===== src/rtl/ac_match_ctrl.sv =====
// ac_match_ctrl: Aho-Corasick matching controller that walks an external goto/failure/output table
// one character at a time and reports the resulting state, match flag and position.
module ac_match_ctrl #(
   parameter int NENT = 32,
   parameter int SW = 8,
   parameter int CW = 4,
   localparam int AW = $clog2(NENT),
   localparam int TW = (AW > SW) ? AW : SW
) (
   input  logic          CLK,
   input  logic          RST,
   input  logic          EN,
   input  logic          FLUSH,
   input  logic          CH_VALID,
   input  logic [CW-1:0] CH_DATA,
   output logic          CH_READY,
   output logic          TBL_RD,
   output logic          TBL_SEL,
   output logic [TW-1:0] TBL_ADDR,
   input  logic [SW-1:0] TBL_CUR,
   input  logic [CW-1:0] TBL_CHR,
   input  logic [SW-1:0] TBL_NXT,
   input  logic [SW-1:0] TBL_FAIL,
   input  logic          TBL_OUT,
   output logic          RES_VALID,
   output logic [SW-1:0] RES_STATE,
   output logic          RES_MATCH,
   output logic [15:0]   RES_POS,
   output logic [SW-1:0] STATE,
   output logic          ERR
);
   localparam int HW = $clog2(NENT + 1);
   typedef enum logic [2:0] {IDLE, G_RD, G_CMP, F_RD, F_CAP, O_RD, O_CAP, DONE} st_t;
   st_t st, st_n;
   logic [CW-1:0] ch;
   logic [AW-1:0] i;
   logic [HW-1:0] hop;
   logic [15:0] pos;
   logic sel_q;
   logic [TW-1:0] addr_q;
   logic hit, tbl_end, hop_last;
   assign hit = TBL_CUR == STATE && TBL_CHR == ch;
   assign tbl_end = TBL_CUR == {SW{1'b1}} || i == AW'(NENT - 1);
   assign hop_last = hop == HW'(NENT - 1);
   always_comb begin
      st_n = st;
      CH_READY = 1'b0;
      TBL_RD = 1'b0;
      TBL_SEL = sel_q;
      TBL_ADDR = addr_q;
      case (st)
         IDLE: begin
            CH_READY = EN && !FLUSH;
            st_n = (CH_VALID && CH_READY) ? G_RD : IDLE;
         end
         G_RD: begin
            TBL_RD = 1'b1;
            TBL_SEL = 1'b0;
            TBL_ADDR = TW'(i);
            st_n = G_CMP;
         end
         G_CMP: st_n = hit ? O_RD : tbl_end ? F_RD : G_RD;
         F_RD: begin
            TBL_RD = STATE != '0;
            TBL_SEL = TBL_RD ? 1'b1 : sel_q;
            TBL_ADDR = TBL_RD ? TW'(STATE) : addr_q;
            st_n = TBL_RD ? F_CAP : O_RD;
         end
         F_CAP: st_n = hop_last ? O_RD : G_RD;
         O_RD: begin
            TBL_RD = 1'b1;
            TBL_SEL = 1'b1;
            TBL_ADDR = TW'(STATE);
            st_n = O_CAP;
         end
         O_CAP: st_n = DONE;
         DONE: st_n = IDLE;
      endcase
   end
   always_ff @(posedge CLK) begin
      if (RST) begin
         st <= IDLE;
         STATE <= '0;
         RES_POS <= '0;
         RES_STATE <= '0;
         RES_MATCH <= 1'b0;
         RES_VALID <= 1'b0;
         ERR <= 1'b0;
         sel_q <= 1'b0;
         addr_q <= '0;
         i <= '0;
         hop <= '0;
         pos <= '0;
         ch <= '0;
      end else begin
         st <= st_n;
         RES_VALID <= st == DONE;
         if (TBL_RD) begin
            sel_q <= TBL_SEL;
            addr_q <= TBL_ADDR;
         end
         case (st)
            IDLE: begin
               if (FLUSH) begin
                  STATE <= '0;
                  RES_POS <= '0;
                  pos <= '0;
               end else if (CH_VALID && CH_READY) begin
                  ch <= CH_DATA;
                  i <= '0;
                  hop <= '0;
               end
            end
            G_CMP: begin
               if (hit) STATE <= TBL_NXT;
               else if (!tbl_end) i <= i + AW'(1);
            end
            // A runaway failure chain is cut off at NENT hops and reported as state 0.
            F_CAP: begin
               hop <= hop + HW'(1);
               i <= '0;
               STATE <= hop_last ? '0 : TBL_FAIL;
               if (hop_last) ERR <= 1'b1;
            end
            O_CAP: RES_MATCH <= TBL_OUT;
            DONE: begin
               RES_STATE <= STATE;
               RES_POS <= pos;
               pos <= pos + 16'd1;
            end
            default: ;
         endcase
      end
   end
endmodule


===== config.mk =====
export PLATFORM = sky130hd
export DESIGN_NAME = ac_match_ctrl
export DESIGN_NICKNAME = d
export VERILOG_FILES = /design/src/rtl/ac_match_ctrl.sv
export SDC_FILE = /design/constraint.sdc
export NUM_CORES = 1
export LEC_CHECK = 0
export ABC_AREA = 1
export BUFFER_PORTS_ARGS = -buffer_cell sky130_fd_sc_hd__buf_2
export CAP_MARGIN = 10
export CORE_UTILIZATION = 49
export DETAILED_ROUTE_END_ITERATION = 6
export GPL_TIMING_DRIVEN = 0
export PLACE_DENSITY = 0.75
export SLEW_MARGIN = 5
export SYNTH_ARGS = -nofsm -noshare
export SYNTH_HDL_FRONTEND = slang
export SYNTH_SLANG_ARGS = --single-unit
export TNS_END_PERCENT = 100

===== constraint.sdc =====
create_clock -name CLK -period 1.5 [get_ports CLK]
set_clock_uncertainty 0.05 [all_clocks]
set_input_delay 0.3 -clock CLK [delete_from_list [all_inputs] [get_ports CLK]]
set_output_delay 0.3 -clock CLK [all_outputs]
set_load 0.005 [all_outputs]

# After elaboration in Yosys (flattened, before gate mapping)
# Index checks and enable logic that the tools add are counted.
[totals]
word_cells = 80
register_bits = 78
out_inout_bits = 46
input_bits = 38
[classes]
muxes = 27
add_sub_neg = 3
n_reduce_logical = 18
eq_ne = 18
bitwise_logic = 1
[op_table]
columns = ["operator", "n"]
rows = [
  ["one-hot mux 16 bit (2 select lines)", 2],
  ["one-hot mux 8 bit (3 select lines)", 2],
  ["two-way mux 8 bit", 4],
  ["one-hot mux 3 bit (8 select lines)", 1],
  ["two-way mux 5 bit", 4],
  ["adder 16 x 1 -> 16 bit, second input constant", 1],
  ["two-way mux 16 bit", 1],
  ["one-hot mux 5 bit (3 select lines)", 1],
  ["== test 3 bit, second input constant", 4],
  ["two-way mux 6 bit", 2],
  ["!= test 2 bit, second input constant", 6],
  ["one-hot mux 6 bit (2 select lines)", 1],
  ["AND reduction 3 bit", 3],
  ["== test 8 bit", 1],
  ["== test 8 bit, second input constant", 1],
  ["nonzero test 8 bit", 1],
  ["adder 6 x 1 -> 6 bit, second input constant", 1],
  ["== test 3 x 2 -> 1 bit, second input constant", 2],
  ["== test 6 x 5 -> 1 bit, second input constant", 1],
  ["two-way mux 3 bit", 2],
  ["adder 5 x 1 -> 5 bit, second input constant", 1],
  ["== test 5 bit, second input constant", 1],
  ["AND reduction 5 bit", 1],
  ["== test 4 bit", 1],
  ["other kinds (14)", 22],
]

# Logic depth before layout (Yosys ltp)
# Gate-level depths: netlist of the first run.
[depth]
depth_word = 7
depth_mapped = 12
depth_no_buf = 12

# Worst setup path before layout of the first run
# No wires, ideal clock.
[synth_path]
path_type = "reg-to-reg"
from = "register i[0]"
to = "register i[0]"
path_stages_with_launch = 13
arrival_time_ps = 1420
setup_slack_ps = -85
cell_sequence = "dfxtp_1 > ha_1 > nand2_1 > nor2_1 > ha_1 > inv_1 > nand2_1 > nand2_1 > nand2_1 > nor2_2 > nand3_1 > nand2_1 > nor2_1"
[synth_between]
elab_chain_len = 4
elab_cells_between_ends = 8
[synth_rtl]
columns = ["element", "line", "text"]
rows = [
  ["start: declaration", "36", "logic [AW-1:0] i;"],
  ["start signal: assignment", "116", "else if (!tbl_end) i <= i + AW'(1);"],
  ["adder 5 x 1 -> 5 bit / == test 5 bit (equally long branches)", "116, 43", ""],
  ["two-way mux 5 bit / logical OR 1 bit (equally long branches)", "116, 43", ""],
  ["two-way mux 5 bit / != test 2 bit (equally long branches)", "-", ""],
  ["one-hot mux 5 bit (3 select lines) / AND reduction 5 bit (equally long branches)", "-", ""],
]
# Parallel ways exist; a longest one is shown, timed or not. The select of a mux whose other input is x is not followed.
# A chain may end at the register's enable or synchronous reset.

# Worst setup path in the final report of the first run
[layout_path]
from = "register STATE[4]"
to = "output port TBL_SEL"
[layout_between]
elab_chain_len = 3
[layout_rtl]
columns = ["element", "line", "text"]
rows = [
  ["start: declaration", "29", "output logic [SW-1:0] STATE,"],
  ["start signal: assignment", "122", "STATE <= hop_last ? '0 : TBL_FAIL;"],
  ["nonzero test 8 bit", "64", "TBL_RD = STATE != '0;"],
  ["two-way mux 1 bit", "65", "TBL_SEL = TBL_RD ? 1'b1 : sel_q;"],
  ["one-hot mux 1 bit (3 select lines)", "51", "case (st)"],
  ["end: declaration", "18", "output logic TBL_SEL,"],
]
# No other way between the ends.

==> results.md, run 1 <==
- Cells after DPL: 736
- Largest stage delay on the critical path: about 0.35 ns
- GRT Resource Usage Total: between 20 and 30%
- Most used cell, CP: buf_4
- Area taken by multi-input logic gates: around 2500 um^2
- Vias per cell: 5.62
- Area grow syn2layout: 51.3%
- Pre-CTS WS: -0.359 ns
- GRT overflow: 0
- DRT Wirelength: around 14,000 um
- Hold Crit Depth: 2
- Area post-placement: 4380 um^2
- Antenna Nets Post-Route: 0
- Register area share after synthesis: roughly two fifths
- Fin. Hold Viols: 0
- Share of layout cells above drive strength 1: approximately 47%
- Initial Utilization: 51.6%
- Crit path from: STATE[4]
- Die height: 90.3 um
- Fmax achieved: about 480 MHz
- Vias in the first global route: 3,812
- Tmin final: ~2.1 ns
- Register Area: ~1600 um^2
- Largest net degree at the start of global routing: 15
- LEAKAGE: ~2.6 nW
- WHS Endpoint: RES_VALID
- Final GP Congestion: between 0.9 and 1
- Post-CTS Hold Fix Bufs: 0
- Max Fanout on Critical Path: 2
- Cell Chain, Critical Path: nor2_2, nand3_2, buf_4, buf_4, nor4_2, o21ai_1, buf_2
- Global-route wire length before repair: 18,300 um
- Final Max Slew Viols: 0
- Dpl hpwl: 7480 um
- Clk pin slew, worst setup/hold paths: 0.09 ns
- DRC: 0
- Clk Latency, worst-skew pair: roughly 0.35 ns
- Tcrit/Tclk final: 140%
- Minimum setup slack among reg-to-reg paths: -0.30 ns
- 1st-pass router iterations: 5
- Rows: 31
- Drt initial violations: about 540
- CP Launch Type: flip-flop
- Die X: about 90 um
- Synthesized area per cell: 6.90 um^2
- CTS sink count: slightly below 80
- Synth unique cells: 37
- Worst-margin pin slew: around 0.66 ns
- Setup crit end kind: output port
- Clock Root Buffer: clkbuf_8
- Fin worst setup slack: -0.599 ns
- Filler Cell Count: roughly 500
- FF-to-FF End: RES_POS[10]
- Syn_nets: between 500 and 600
- Crit path buffers/inverters: 3
- VDD IR max: about 0.00050 V
- Max-Cap Viols: 0
- Crit Reg-Reg Startpoint: st[1]
- CP delay by family, top: simple AND/OR/NAND/NOR gates
- Total die area: 8160 um^2
- Yosys Warn Count: 0
- Status: finished with violations
- Hold_sp: RST
- FF+latch count, synth: 78
- Worst R2R Path Depth: 10
- Type of the worst setup path: flip-flop to output port
- Failing checks: setup timing
- Critical Path AT: 1.75 ns
- DR vias: between 4,000 and 5,000
- Data required, critical path: between 1 and 1.5 ns
- Fin area: 5790 um^2
- Cells after Synth: between 500 and 600
- Nets: 755
- RSZ-0062 raised after global routing: true
- CTS buffer count: 9
- Buffers on Ports: just over 80
- Final setup fails: 69
- Min-Delay Path Class: primary input to flip-flop
- Initial antenna violation count: 0
- I/O pin cnt: 84
- Clk buf depth: 2
- Max-Slew Margin vs Limit: between 50 and 60%
- Cell Count, Final, Fillers Out: slightly above 800
- Post-Syn Area: about 3800 um^2
- Core ar.: about 7400 um^2
- Routed length per placed instance: ~17 um
- Inserted Diodes: 0
- H-tree depth: 3
- Slowest-stage cell, CP: dfxtp_4
- CTS tree: built
- Power density over cell area: 782 nW/um^2
## power by group
part	leakage, nW	total [W]	switching [W]	internal [W]
clock	0.0849	0.00150	0.000848	0.000652
sequential	0.643	0.00216	0.0000470	0.00211
combinational	1.84	0.000870	0.000482	0.000387
total	2.57	0.00453	0.00138	0.00315
## metrics by stage
step                hold WS [ns]  utilization [%]  total power (W)  TNS (ns)
global route               0.108             78.1          0.00468    -19.12
global placement           0.399             59.1          0.00268    -12.09
detailed placement         0.400             59.1          0.00268    -13.56
CTS                        0.109             68.4          0.00427     -8.94
finish                     0.111             78.1          0.00453    -14.69
floorplan                  0.334                -          0.00250         0
## cell families after synthesis
family                     after synthesis  share of synthesized area, %
adders and majority gates                4                          1.31
DFF                                     78                          40.8
AOI/OAI and AO/OA                      119                          16.9
xor gates and xnor gates                 5                          1.15
buffers and inverters                   88                          9.49
and+or+nand+nor                        260                          30.3
## worst max path at each step
stage	to	depth (start not counted)
global route	TBL_ADDR[4]	8
detailed placement	STATE[2]	11
CTS	TBL_ADDR[1]	8
floorplan	i[0]	12
finish	TBL_SEL	7
global placement	RES_MATCH	7
## repair_timing
| item | in CTS | in global routing |
|---|---|---|
| setup buffers | 32 | 32 |
| pin swaps | 19 | 32 |
| endpoints found under the setup margin | 62 | 77 |
| resized for setup | 95 | 143 |
| gates cloned | 3 | 2 |
## cells in the mapped netlist
master | instances | area (um^2)
a211oi_1 | 2 | 15.0
a21oi_1 | 55 | 275
a22oi_1 | 1 | 7.51
a31oi_2 | 1 | 12.5
a32o_1 | 5 | 50.1
and2_1 | 4 | 25.0
and3_1 | 1 | 6.26
buf_1 | 4 | 15.0
buf_2 | 7 | 35.0
buf_4 | 2 | 15.0
buf_6 | 2 | 22.5
clkbuf_1 | 3 | 11.3
clkinv_2 | 1 | 5.00
dfxtp_1 | 78 | 1560
ha_1 | 4 | 50.1
inv_1 | 63 | 236
inv_2 | 6 | 22.5
nand2_1 | 120 | 450
nand2_2 | 4 | 25.0
nand2_4 | 1 | 11.3
nand3_1 | 40 | 200
nand3b_1 | 1 | 7.51
nand4_1 | 5 | 31.3
nor2_1 | 67 | 251
nor2_2 | 2 | 12.5
nor2_4 | 6 | 67.6
nor3_1 | 5 | 25.0
nor3_4 | 2 | 32.5
nor4_1 | 1 | 6.26
o21ai_0 | 40 | 200
o21ai_1 | 10 | 50.1
o22ai_1 | 3 | 18.8
o311a_1 | 1 | 10.0
o31ai_1 | 1 | 7.51
or2_2 | 1 | 6.26
xnor2_1 | 4 | 35.0
xor2_1 | 1 | 8.76
## flip-flops by register name (all words and copies together) (netlist names)
name and count:
RES_VALID 1, st 3, STATE 8, i 5
hop 6, RES_POS 16, ERR 1, pos 16
addr_q 8, RES_MATCH 1, ch 4, RES_STATE 8
sel_q 1
## per-layer routing
metal / track usage [%] / share of wire, % / vias up
li1: - / - / 2126
met1: 37.7 / 40 / 2130
met2: 46.6 / 47 / 279
met3: 3.28 / 8.5 / 57
met4: 11.2 / 4.2 / 0
met5: 0 / 0 / -
## final cells by class
type,count,area share [%]
Inverter,70,5.02
Clock inverter,6,0.778
Timing Repair Buffer,146,17.0
Tap cell,99,2.14
Sequential cell,78,27.7
Buffer,18,2.36
Multi-Input combinational cell,390,42.6
Clock buffer,10,2.38
## layout by cell type (no fill, tap or decap), types with 3 or more instances in the layout
cell type   Yosys  layout
o22ai_2         0       3
a21oi_1        55      36
o21ai_2         0       9
buf_2           7      87
buf_6           2      21
buf_4           2      45
nand2_4         1      12
o21ai_0        40      18
dfxtp_1        78      57
nor3_1          5       5
nand2_2         4      16
nand3_2         0      20
xnor2_1         4       3
a32o_1          5       5
o21ai_1        10      22
nand2_8         0       3
clkbuf_2        0       4
clkinvlp_4      0       4
a21oi_2         0      18
nand4_1         5       5
inv_2           6      11
inv_4           0       7
nand3_1        40      20
nand2_1       120      95
nor2_1         67      52
dfxtp_4         0       7
nor2_2          2       9
clkbuf_8        0      11
dfxtp_2         0      14
nor2_4          6      15
and2_1          4       4
inv_1          63      49
No activity file was read; power rests on OpenSTA's default activity.
==> run 2: changes to the inputs <==
- MAX_ROUTING_LAYER: unset -> met4
==> run 2 against run 1 <==
  * Count of clock-buffer cells in the layout increased by 2
  * Total power fell by 0.64%
  * Worst hold slack improved by 0.0034 ns
  * Maximum frequency rose by 2.9%
  * Final cell count grew 0.73%
  * Die area stayed put
  * Cell area fell by 0.15%
  * Worst setup slack improved by 0.060 ns
  * Highest routed layer unchanged
  * The run still ends with setup timing left
  * Register-to-register slack got worse by 0.07 ns
  * Flip-flop and latch count did not move
  * Largest power group unchanged
==> results.md, run 2 (same netlist as run 1, synthesis figures left out) <==
- Initial antenna violation count: 0
- Crit path buffers/inverters: 2
- Internal: 0.00315 W
- 1st-pass router iterations: 5
- Vias in the first global route: 4,086
- Status: finished with violations
- Final GP Congestion: just over 0.9
- Buffers on Ports: just over 80
- Clk pin slew, worst setup/hold paths: around 0.080 ns
- DRC: 0
- Most used cell, CP: nand2_1
- Fin worst setup slack: -0.539 ns
- GRT overflow: 0
- Type of the worst setup path: flip-flop to output port
- Tmin final: ~2 ns
- Net Sw Frac: 29.9%
- RSZ-0062 raised after global routing: true
- Routed length per placed instance: approximately 17 um
- CP Launch Type: flip-flop
- Hold Crit Depth: 2
- Final setup fails: around 70
- Crit Reg-Reg Startpoint: st[0]
- Max Fanout on Critical Path: 8
- LEAKAGE: 2.55 nW
- FF-to-FF End: STATE[5]
- Cell Chain, Critical Path: buf_6, nand2_1, nor2_1, nand2_1, nand2_4, nand2_1, o21ai_1, buf_2
- Die height: approximately 90 um
- Initial Utilization: 51.6%
- Die X: between 90 and 100 um
- Inserted Diodes: 0
- GRT Resource Usage Total: 30.7%
- H-tree depth: 3
- Clock power frac: approximately a third
- CTS buffer count: 9
- Area grow syn2layout: 51.1%
- Antenna Nets Post-Route: 0
- Commonest non-fill, non-tap cell in the layout: nand2_1
- Drt initial violations: 443
- DRT Wirelength: 13,700 um
- Post-CTS Hold Fix Bufs: 0
- Share of layout cells above drive strength 1: between 40 and 50%
- Total die area: 8160 um^2
- Clock Root Buffer: clkbuf_8
- Setup crit end kind: output port
- Global-route wire length before repair: between 15,000 and 20,000 um
- Switching power: between 0.001 and 0.0015 W
- Core ar.: approximately 7400 um^2
- Worst R2R Path Depth: 10
- CTS sink count: 78
- I/O pin cnt: 84
- Slowest-stage cell, CP: dfxtp_1
- WHS Endpoint: RES_VALID
- Final core occ: 78.0%
- Fin. Hold Viols: 0
- Failing checks: setup timing
- Largest net degree at the start of global routing: 14
- Max-Cap Viols: 0
- Worst-margin pin slew: roughly 0.70 ns
- Filler Cell Count: approximately 500
- VDD IR max: about 0.00063 V
- Power density over cell area: 778 nW/um^2
- Final Max Slew Viols: 0
- Hold_ws: around 0.11 ns
- Vias per cell: around 5.6
- Rows: 31
- Largest regs: RES_POS (16), pos (16)
- Minimum setup slack among reg-to-reg paths: -0.37 ns
- Post-layout power: 0.00450 W
- Power share of the sequential group: a little under half
- Clk buf depth: 2
- Max-Slew Margin vs Limit: approximately 53%
- Data required, critical path: between 1 and 1.5 ns
- CP delay by family, top: simple AND/OR/NAND/NOR gates
- Most frequent cells in the layout: nand2_1, buf_2, dfxtp_1
- Largest stage delay on the critical path: about 0.35 ns
- Clk Latency, worst-skew pair: ~0.36 ns
- Min-Delay Path Class: primary input to flip-flop
- Dpl hpwl: around 7600 um
- CTS tree: built
- Critical Path AT: 1.69 ns
- Nets: roughly 760
- DR vias: 4,637
- Hold_sp: RST
- Tcrit/Tclk final: 136%
- Comb pwr share: roughly a fifth
- Fmax achieved: about 500 MHz
run 2: changes by cell type in the layout (fill, tap and decap cells not counted), moves of 4 or more:
cell and change:
inv_2 +6, nand2_4 -5, nor2_2 +4, nand2_1 +7
buf_6 +6, inv_4 -4, dfxtp_2 -6
run 2: stage by stage:
step                worst slack (ns)  std cells  area [um^2]  setup TNS (ns)
floorplan                   0.000857        554         3840               0
global placement              -0.326        736         4380          -12.17
detailed placement            -0.363        736         4380          -14.47
CTS                           -0.470        803         5300          -14.69
global route                  -0.666        823         5780          -20.22
finish                        -0.539        823         5780          -15.79
run 2: layer usage:
layer	part of all wire (%)	global-route usage, %
met2	47	49.8
met1	41	38.6
met5	0	-
met3	8.8	4.04
met4	3.4	12.8
run 2: power by group through the flow:
stage | registers, W | clock network [W] | logic (W)
6_report | 0.00215 | 0.00148 | 0.000868
4_1_cts | 0.00215 | 0.00147 | 0.000747
3_5_place_dp | 0.00220 | 0 | 0.000484
3_3_place_gp | 0.00220 | 0 | 0.000475
2_1_floorplan | 0.00219 | 0 | 0.000308
5_1_grt | 0.00216 | 0.00158 | 0.000920
run 2: timing repair:
action	CTS	global route
pin swaps	31	39
gates resized for setup	135	99
endpoints found under the setup margin	66	79
buffers inserted	47	26
cloned	5	1
endpoints found under the hold margin	0	0
run 2: worst max path at each step:
stage          cells past startpoint  startpoint           to
3_5_place_dp                       7         RST      pos[15]
5_1_grt                            8       st[0]  TBL_ADDR[5]
4_1_cts                            8    STATE[0]  TBL_ADDR[4]
2_1_floorplan                     12        i[0]         i[0]
3_3_place_gp                      11    STATE[6]     STATE[3]
6_report                           8       st[0]  TBL_ADDR[5]
run 2: cell type report:
cell class | instances | area [um^2] | area share (%)
inverters | 70 | 278 | 4.81
repair buffers | 152 | 1050 | 18.2
flip-flops and latches | 78 | 1610 | 27.8
repair inverters | 1 | 7.51 | 0.130
multi-input cells | 389 | 2390 | 41.4
plain buffers | 18 | 143 | 2.47
clock inverters | 4 | 31.3 | 0.541
well taps | 99 | 124 | 2.14
clock buffers | 12 | 145 | 2.51
